--- config.mk ---
export PLATFORM = sky130hd
export DESIGN_NAME = counter_driver
export DESIGN_NICKNAME = d
export VERILOG_FILES = /design/src/rtl/counter_driver_pkg.sv /design/src/rtl/counter_driver_ref_model.sv /design/src/rtl/counter_driver.sv
export SDC_FILE = /design/constraint.sdc
export NUM_CORES = 1
export LEC_CHECK = 0
export ABC_AREA = 1
export BUFFER_PORTS_ARGS = -buffer_cell sky130_fd_sc_hd__clkbuf_2
export CORE_MARGIN = 5
export CORE_UTILIZATION = 41
export CTS_BUF_LIST = sky130_fd_sc_hd__clkbuf_4 sky130_fd_sc_hd__clkbuf_8 sky130_fd_sc_hd__clkbuf_16
export DETAILED_ROUTE_END_ITERATION = 12
export HOLD_SLACK_MARGIN = 0.03
export SETUP_SLACK_MARGIN = 0.1
export SLEW_MARGIN = 25
export SYNTH_ARGS = -nofsm -noshare
export SYNTH_HDL_FRONTEND = slang
export SYNTH_SLANG_ARGS = --single-unit
--- constraint.sdc ---
create_clock -name clk -period 4.1 [get_ports clk]
set_clock_uncertainty 0.15 [all_clocks]
set_input_delay 0.82 -clock clk [delete_from_list [all_inputs] [get_ports clk]]
set_output_delay 0.82 -clock clk [all_outputs]
set_load 0.005 [all_outputs]
--- src/rtl/counter_driver_pkg.sv ---
// Shared types and default sizes for the counter driver and its reference model.
package counter_drv_pkg;

    localparam int WIDTH_DEF  = 4;
    localparam int STEP_W_DEF = 16;
    localparam int ERR_W_DEF  = 8;

    typedef enum logic [1:0] {
        OP_LOAD  = 2'd0,
        OP_UP    = 2'd1,
        OP_DOWN  = 2'd2,
        OP_CLEAR = 2'd3
    } cmd_op_e;

    typedef enum logic [2:0] {
        IDLE   = 3'd0,
        DRIVE  = 3'd1,
        RUN    = 3'd2,
        SETTLE = 3'd3,
        RESP   = 3'd4
    } state_e;

endpackage

--- src/rtl/counter_driver_ref_model.sv ---
// Expected-count tracker for an up/down counter: clear, load, then +/-1 with
// modulo-2^WIDTH wrap, using the same priority as the counter itself.
module counter_ref_model
    import counter_drv_pkg::*;
#(
    parameter int WIDTH = WIDTH_DEF
) (
    input  logic             clk,
    input  logic             rst,
    input  logic             clear,
    input  logic             load,
    input  logic [WIDTH-1:0] load_data,
    input  logic             step,
    input  logic             up,
    output logic [WIDTH-1:0] exp_count
);

    always_ff @(posedge clk) begin
        if (rst || clear) begin
            exp_count <= '0;
        end else if (load) begin
            exp_count <= load_data;
        end else if (step) begin
            exp_count <= up ? exp_count + 1'b1 : exp_count - 1'b1;
        end
    end

endmodule

--- src/rtl/counter_driver.sv ---
// Command-driven initiator for an up/down counter: sequences load/clear/count
// controls, tracks the expected count and reports the observed count plus mismatch.
module counter_driver
    import counter_drv_pkg::*;
#(
    parameter int WIDTH  = WIDTH_DEF,
    parameter int STEP_W = STEP_W_DEF,
    parameter int ERR_W  = ERR_W_DEF
) (
    input  logic              clk,
    input  logic              rst,
    input  logic              cmd_valid,
    output logic              cmd_ready,
    input  logic [1:0]        cmd_op,
    input  logic [WIDTH-1:0]  cmd_data,
    input  logic [STEP_W-1:0] cmd_steps,
    output logic              rsp_valid,
    input  logic              rsp_ready,
    output logic [WIDTH-1:0]  rsp_count,
    output logic              rsp_err,
    output logic [ERR_W-1:0]  err_count,
    output logic              cnt_rst_n,
    output logic              cnt_load_n,
    output logic              cnt_up_down,
    output logic              cnt_ce,
    output logic [WIDTH-1:0]  cnt_data_load,
    input  logic [WIDTH-1:0]  cnt_count_out,
    output state_e            state_dbg
);

    // Handshakes: a transfer happens on a rising edge where valid && ready are both 1;
    // the source holds valid and payload stable until then, and ready never depends on valid.
    state_e              state;
    cmd_op_e             op_q;
    logic [WIDTH-1:0]    data_q;
    logic [STEP_W-1:0]   steps_left;
    logic [WIDTH-1:0]    exp_count;
    logic                ref_clear;
    logic                ref_load;
    logic                ref_step;
    logic                ref_up;
    logic                mismatch;

    assign state_dbg = state;
    assign ref_clear = (state == DRIVE) && (op_q == OP_CLEAR);
    assign ref_load  = (state == DRIVE) && (op_q == OP_LOAD);
    assign ref_step  = (state == RUN);
    assign ref_up    = (op_q == OP_UP);
    assign mismatch  = (cnt_count_out != exp_count);

    counter_ref_model #(.WIDTH(WIDTH)) u_ref (
        .clk       (clk),
        .rst       (rst),
        .clear     (ref_clear),
        .load      (ref_load),
        .load_data (data_q),
        .step      (ref_step),
        .up        (ref_up),
        .exp_count (exp_count)
    );

    always_ff @(posedge clk) begin
        if (rst) begin
            state         <= IDLE;
            cmd_ready     <= 1'b0;
            op_q          <= OP_LOAD;
            data_q        <= '0;
            steps_left    <= '0;
            rsp_valid     <= 1'b0;
            rsp_count     <= '0;
            rsp_err       <= 1'b0;
            err_count     <= '0;
            cnt_rst_n     <= 1'b0;
            cnt_load_n    <= 1'b1;
            cnt_up_down   <= 1'b1;
            cnt_ce        <= 1'b0;
            cnt_data_load <= '0;
        end else begin
            // Controls fall back to idle unless the next state drives them.
            cnt_rst_n  <= 1'b1;
            cnt_load_n <= 1'b1;
            cnt_ce     <= 1'b0;
            case (state)
                IDLE: begin
                    cmd_ready <= 1'b1;
                    if (cmd_valid && cmd_ready) begin
                        cmd_ready  <= 1'b0;
                        op_q       <= cmd_op_e'(cmd_op);
                        data_q     <= cmd_data;
                        steps_left <= cmd_steps;
                        case (cmd_op_e'(cmd_op))
                            OP_LOAD: begin
                                state         <= DRIVE;
                                cnt_load_n    <= 1'b0;
                                cnt_data_load <= cmd_data;
                            end
                            OP_CLEAR: begin
                                state     <= DRIVE;
                                cnt_rst_n <= 1'b0;
                            end
                            default: begin
                                if (cmd_steps != '0) begin
                                    state       <= RUN;
                                    cnt_ce      <= 1'b1;
                                    cnt_up_down <= (cmd_op_e'(cmd_op) == OP_UP);
                                end else begin
                                    state <= SETTLE;
                                end
                            end
                        endcase
                    end
                end
                DRIVE: begin
                    state <= SETTLE;
                end
                RUN: begin
                    steps_left <= steps_left - 1'b1;
                    if (steps_left == STEP_W'(1)) begin
                        state <= SETTLE;
                    end else begin
                        cnt_ce <= 1'b1;
                    end
                end
                SETTLE: begin
                    rsp_valid <= 1'b1;
                    rsp_count <= cnt_count_out;
                    rsp_err   <= mismatch;
                    if (mismatch && (err_count != {ERR_W{1'b1}})) begin
                        err_count <= err_count + 1'b1;
                    end
                    state <= RESP;
                end
                RESP: begin
                    if (rsp_ready) begin
                        rsp_valid <= 1'b0;
                        cmd_ready <= 1'b1;
                        state     <= IDLE;
                    end
                end
                default: begin
                    state <= IDLE;
                end
            endcase
        end
    end

endmodule

After elaboration in Yosys (flattened, before gate mapping)
Index checks and enable logic that the tools add are counted.
{"block": "totals", "input_bits": 30, "register_bits": 52}
{"block": "op_classes", "bitwise_logic": 3, "n_mux": 25, "n_eq_ne": 14, "addsub": 4, "reduce_logical": 23}
{"operator": "$pmux 16 s2", "count": 1}
{"operator": "$eq 16x1->1 const B", "count": 1}
{"operator": "$mux 16", "count": 1}
{"operator": "$reduce_bool 16->1", "count": 1}
{"operator": "$sub 16x1->16 const B", "count": 1}
{"operator": "$pmux 3 s5", "count": 1}
{"operator": "$mux 1", "count": 12}
{"operator": "$mux 4", "count": 3}
{"operator": "$reduce_and 2->1", "count": 5}
{"operator": "$mux 3", "count": 3}
{"operator": "$add 8x1->8 const B", "count": 1}
{"operator": "$ne 8x8->1 const B", "count": 1}
{"operator": "$reduce_bool 2->1", "count": 4}
{"operator": "$eq 3x2->1 const B", "count": 2}
{"operator": "$pmux 1 s2", "count": 3}
{"operator": "$reduce_and 3->1", "count": 2}
{"operator": "$add 4x1->4 const B", "count": 1}
{"operator": "$eq 2x1->1 const B", "count": 2}
{"operator": "$eq 2x2->1 const B", "count": 2}
{"operator": "$logic_and 1x1->1", "count": 4}
{"operator": "$logic_not 2->1", "count": 2}
{"operator": "$ne 2x2->1 const B", "count": 2}
{"operator": "$ne 4x4->1", "count": 1}
{"operator": "$reduce_and 4->1", "count": 1}
{"operator": "10 further kinds", "count": 12}

Longest topological paths before layout
{"block": "depth", "word_depth": 5, "ltp_mapped": 10}

Modules after synthesis
Synthesis repeated with hierarchy kept, for this count alone.
{"block": "unflattened", "hier_cells": 460, "hier_area_um2": 2982.9}
{"module": "counter_driver", "n_inst": 1, "seq_area_each_um2": 960.9, "cells_each": 413, "area_per_inst_um2": 2671.3}
{"module": "counter_ref_model", "n_inst": 1, "seq_area_each_um2": 80.1, "cells_each": 47, "area_per_inst_um2": 311.5}

Worst setup path before layout
OpenSTA, ideal clock, no wires.
{"block": "synth_timing", "path_kind": "input -> register", "from": "in cmd_valid", "to": "reg steps_left[3]", "slack_ns": 2.292, "n_path_buf": 2, "stages": 7, "setup_time_ns": 0.133, "required_ns": 3.817, "t_arrival_ns": 1.526, "cell_sequence": "nand2_1 -> nor2_8 -> buf_12 -> inv_8 -> buf_12 -> o211ai_2 -> a31oi_1"}
{"block": "synth_via", "elab_chain_len": 3}
{"item": "start: declaration", "line": "counter_driver.sv:12", "rtl": "input logic cmd_valid,"}
{"item": "$logic_and 1x1->1", "line": "counter_driver.sv:86", "rtl": "if (cmd_valid && cmd_ready) begin"}
{"item": "$ne 2x2->1 (no source line)"}
{"item": "$reduce_and 2->1 (no source line)"}
{"item": "end signal: assignment", "line": "counter_driver.sv:90", "rtl": "steps_left <= cmd_steps;"}
{"item": "end signal: assignment", "line": "counter_driver.sv:117", "rtl": "steps_left <= steps_left - 1'b1;"}
{"item": "end: declaration", "line": "counter_driver.sv:36", "rtl": "logic [STEP_W-1:0] steps_left;"}
Every way passes these cells.
A chain may end at the register's enable or synchronous reset.

Final worst setup path
{"block": "layout_timing", "from": "in rst", "to": "reg u_ref.exp_count[0]"}
{"block": "layout_via", "elab_chain_len": 1}
{"item": "start: declaration", "line": "counter_driver.sv:11", "rtl": "input logic rst,"}
{"item": "$logic_or 1x1->1", "line": "counter_driver_ref_model.sv:19", "rtl": "if (rst || clear) begin"}
{"item": "end signal: assignment", "line": "counter_driver_ref_model.sv:22", "rtl": "exp_count <= load_data;"}
{"item": "end signal: assignment", "line": "counter_driver_ref_model.sv:24", "rtl": "exp_count <= up ? exp_count + 1'b1 : exp_count - 1'b1;"}
{"item": "end: declaration", "line": "counter_driver_ref_model.sv:15", "rtl": "output logic [WIDTH-1:0] exp_count"}
Every way passes these cells.

==> impl_results.md <==
* DRC Markers at 0
* R2R Setup Slk at ~2200 ps
* Tightest Pin Transition at 731 ps
* Worst R2R Path Depth at 5
* Most frequent cells in the layout: nand2_1, nor2_1, clkbuf_2, dfxtp_1, inv_1
* CTS Hold Bufs at 0
* Final ANT Viol Nets at 0
* Reg clk slew, reported paths at 110 ps
* ANT cells at 0
* Hold Vio Cnt, Final at 0
* Core Area at 7180 µm²
* Synth top area cells: dfxtp_1, nand2_1, nor2_1
* Pin count of the biggest net entering global routing at 32
* TNS Setup at 0 ps
* Slew HR at 0.512
* Logic pwr share at 0.509
* Pleak at around 1.6 nW
* RSZ-0062 raised after global routing: no
* Status: finished clean
* Min-Delay Endpoint: data_q[2]
* Rows at 31
* Yosys cell types at 37
* Critical path required time at around 4200 ps
* Fin crit share at 0.606
* DR vias at between 2000 and 3000
* CP cell instances: clkbuf_2, inv_1, o21ai_0, a21oi_1, o21ai_0, a21oi_1
* Final Power at around 0.0022 W
* Initial DRC Count at roughly 150
* Clock Tree Buf Depth at 2
* Layout Nets at around 530
* Clk root buf: clkbuf_8
* Flops & latches, synth at between 50 and 60
* Int Power at between 0.001 and 0.0015 W
* Sequential area share after synthesis at 0.349
* Worst skew pair latency at just over 300 ps
* Critical path class: in2reg
* Share of cells above drive strength 1 at 0.166
* IO Pins at 56
* Die height at 95.2 µm
* Syn_nets at between 400 and 500
* First-pass iteration count of the detailed router at 4
* Slowest CP cell: inv_1
* Largest stage delay, worst path at slightly below 600 ps
* Max VDD drop at 251 µV
* Arr. time, crit path at 2590 ps
* First-pass GRT wire length at approximately 12000 µm
* Syn_area_per_cell at between 6 and 7 µm²
* Final WS setup at about 1600 ps
* Clk pwr share at 0.144
* Initial antenna violation count at 0
* CTS sink cnt at 52
* Total setup buffers inserted after CTS at 0
* RePlAce Congestion at around 0.84
* Util after Layout at 0.470
* Dominant cell type by area after synthesis: dfxtp_1
* DP Worst Slack at approximately 1300 ps
* PD cells at approximately 640 nW/µm²
* Cts bufs inserted at 5
* Max Fanout on Critical Path at 31
* Most common cell after layout, fill and taps aside: nand2_1
* GRT Residual Overflow at 0
* Cell area after synthesis at slightly below 3000 µm²
* Vias in the first global route at ~2700
* Max Clk Rate at ~0.4 GHz
* Synth top area share at 0.349
* Post-CTS Resized at 0
* CTS tree: done
* WL final at between 7000 and 8000 µm
* Crit start category: primary input
* Hold Crit Start: data_q[2]
* Area growth syn-to-layout at 13.2%
* Clock H-tree levels at 2
* Worst min path class: reg2reg
* Min cycle time layout at ~2500 ps
* Critical R2R Launch: state_dbg[0]
* Final setup fails at 0
* Fillers at between 700 and 800
* Seq pwr share at 0.347
* Crit. End Element: flop
* WHS Path Cells at 2
* PortBufs at 55
* Max-slew violation count at 0
* Mapped Cells at between 400 and 500
* Hold_ws at 311 ps
* Sw Pwr at 0.00102 W
* Post-detail-place hpwl at around 5600 µm
* Global Route Usage Sum at 0.171
* Drt wl/cell at 12.7 µm
* Initial Util at 0.415
* Crit Reg-Reg Endpoint: rsp_count[2]
* Vias per Instance at roughly 4.9
* Max Cap Viol at 0
* Synthesis Warnings at 0
* Sw frac at 0.471
* Width of the chip at around 95 µm
* Die area at 9070 µm²
==> synth_stat cells <==
cell type  instances
a21oi_1           40
a22oi_1            2
a31oi_1            4
buf_12             2
buf_2              2
buf_6              3
clkbuf_1           4
dfxtp_1           52
fa_1               1
ha_1               8
inv_1             49
inv_2              4
inv_4              1
inv_8              1
nand2_1          120
nand2_2            1
nand2_4            3
nand3_1           25
nand3_4            1
nand3b_1           1
nand4_1            8
nand4_2            1
nor2_1            60
nor2_2             1
nor2_4             2
nor2_8             1
nor3_1             2
nor3_4             1
o211ai_2           1
o21a_1             1
o21ai_0           19
o21ai_1            7
o21ai_2            1
o22ai_1            1
or3_1              1
xnor2_1            2
xor2_1             8
==> worst max path at each step <==
stage / from / cells after the start / endpoint / slack [ps]
6_report: rst / 6 / u_ref.exp_count[0] / 1620
5_1_grt: rst / 6 / u_ref.exp_count[0] / 1440
4_1_cts: rst / 6 / u_ref.exp_count[0] / 1640
3_5_place_dp: rst / 6 / u_ref.exp_count[0] / 1310
3_3_place_gp: rst / 6 / u_ref.exp_count[0] / 1350
2_1_floorplan: cmd_valid / 7 / steps_left[3] / 2290
==> per-layer routing <==
metal | share of wire | vias up | wire length (µm) | global-route usage
met2 | 0.46 | 57 | 3440 | 0.280
met1 | 0.50 | 1301 | 3760 | 0.236
met5 | 0 | - | 0 | 0
met3 | 0.036 | 5 | 272 | 0.0284
met4 | 0.0073 | 0 | 55 | 0.0361
li1 | - | 1518 | - | -
==> kinds of logic after synthesis <==
kind of cell               synth area share
DFF                                   0.349
buffers and inverters                 0.106
and+or+nand+nor                       0.339
xor gates and xnor gates             0.0294
AOI/OAI and AO/OA                     0.136
adders and majority gates            0.0403
==> power groups by stage <==
stage               sequential [W]  clock (W)  combinational, W
CTS                       0.000751   0.000322           0.00111
global route              0.000774   0.000340           0.00127
finish                    0.000752   0.000312           0.00110
floorplan                 0.000732          0          0.000915
detailed placement        0.000762          0           0.00110
global placement          0.000760          0           0.00108
==> critical path, delay by kind of cell <==
family	cells	cell delay (ps)
AO/OA/AOI/OAI	4	750
buffers and inverters	2	990
==> metrics by stage <==
stage | area [µm²] | instances
floorplan | 2980 | 441
global placement | 3280 | 584
detailed placement | 3280 | 584
CTS | 3370 | 592
global route | 3370 | 592
finish | 3370 | 592
==> area by class of cell <==
cell class | count | area (µm²) | share of cell area
Clock buffer | 5 | 68.8 | 0.0204
Sequential cell | 52 | 1040 | 0.309
Inverter | 55 | 216 | 0.0642
Tap cell | 99 | 124 | 0.0367
Multi-Input combinational cell | 323 | 1620 | 0.481
Timing Repair Buffer | 55 | 275 | 0.0816
Clock inverter | 3 | 25.0 | 0.00742
==> flip-flops by register name (all words and copies together), names as in the netlist <==
name / cells
steps_left: 16
err_count: 8
cnt_data_load: 4
data_q: 4
rsp_count: 4
u_ref.exp_count: 4
state_dbg: 3
op_q: 2
cmd_ready: 1
cnt_ce: 1
cnt_load_n: 1
cnt_rst_n: 1
cnt_up_down: 1
rsp_err: 1
rsp_valid: 1
Power figures use the tool's default switching activity.
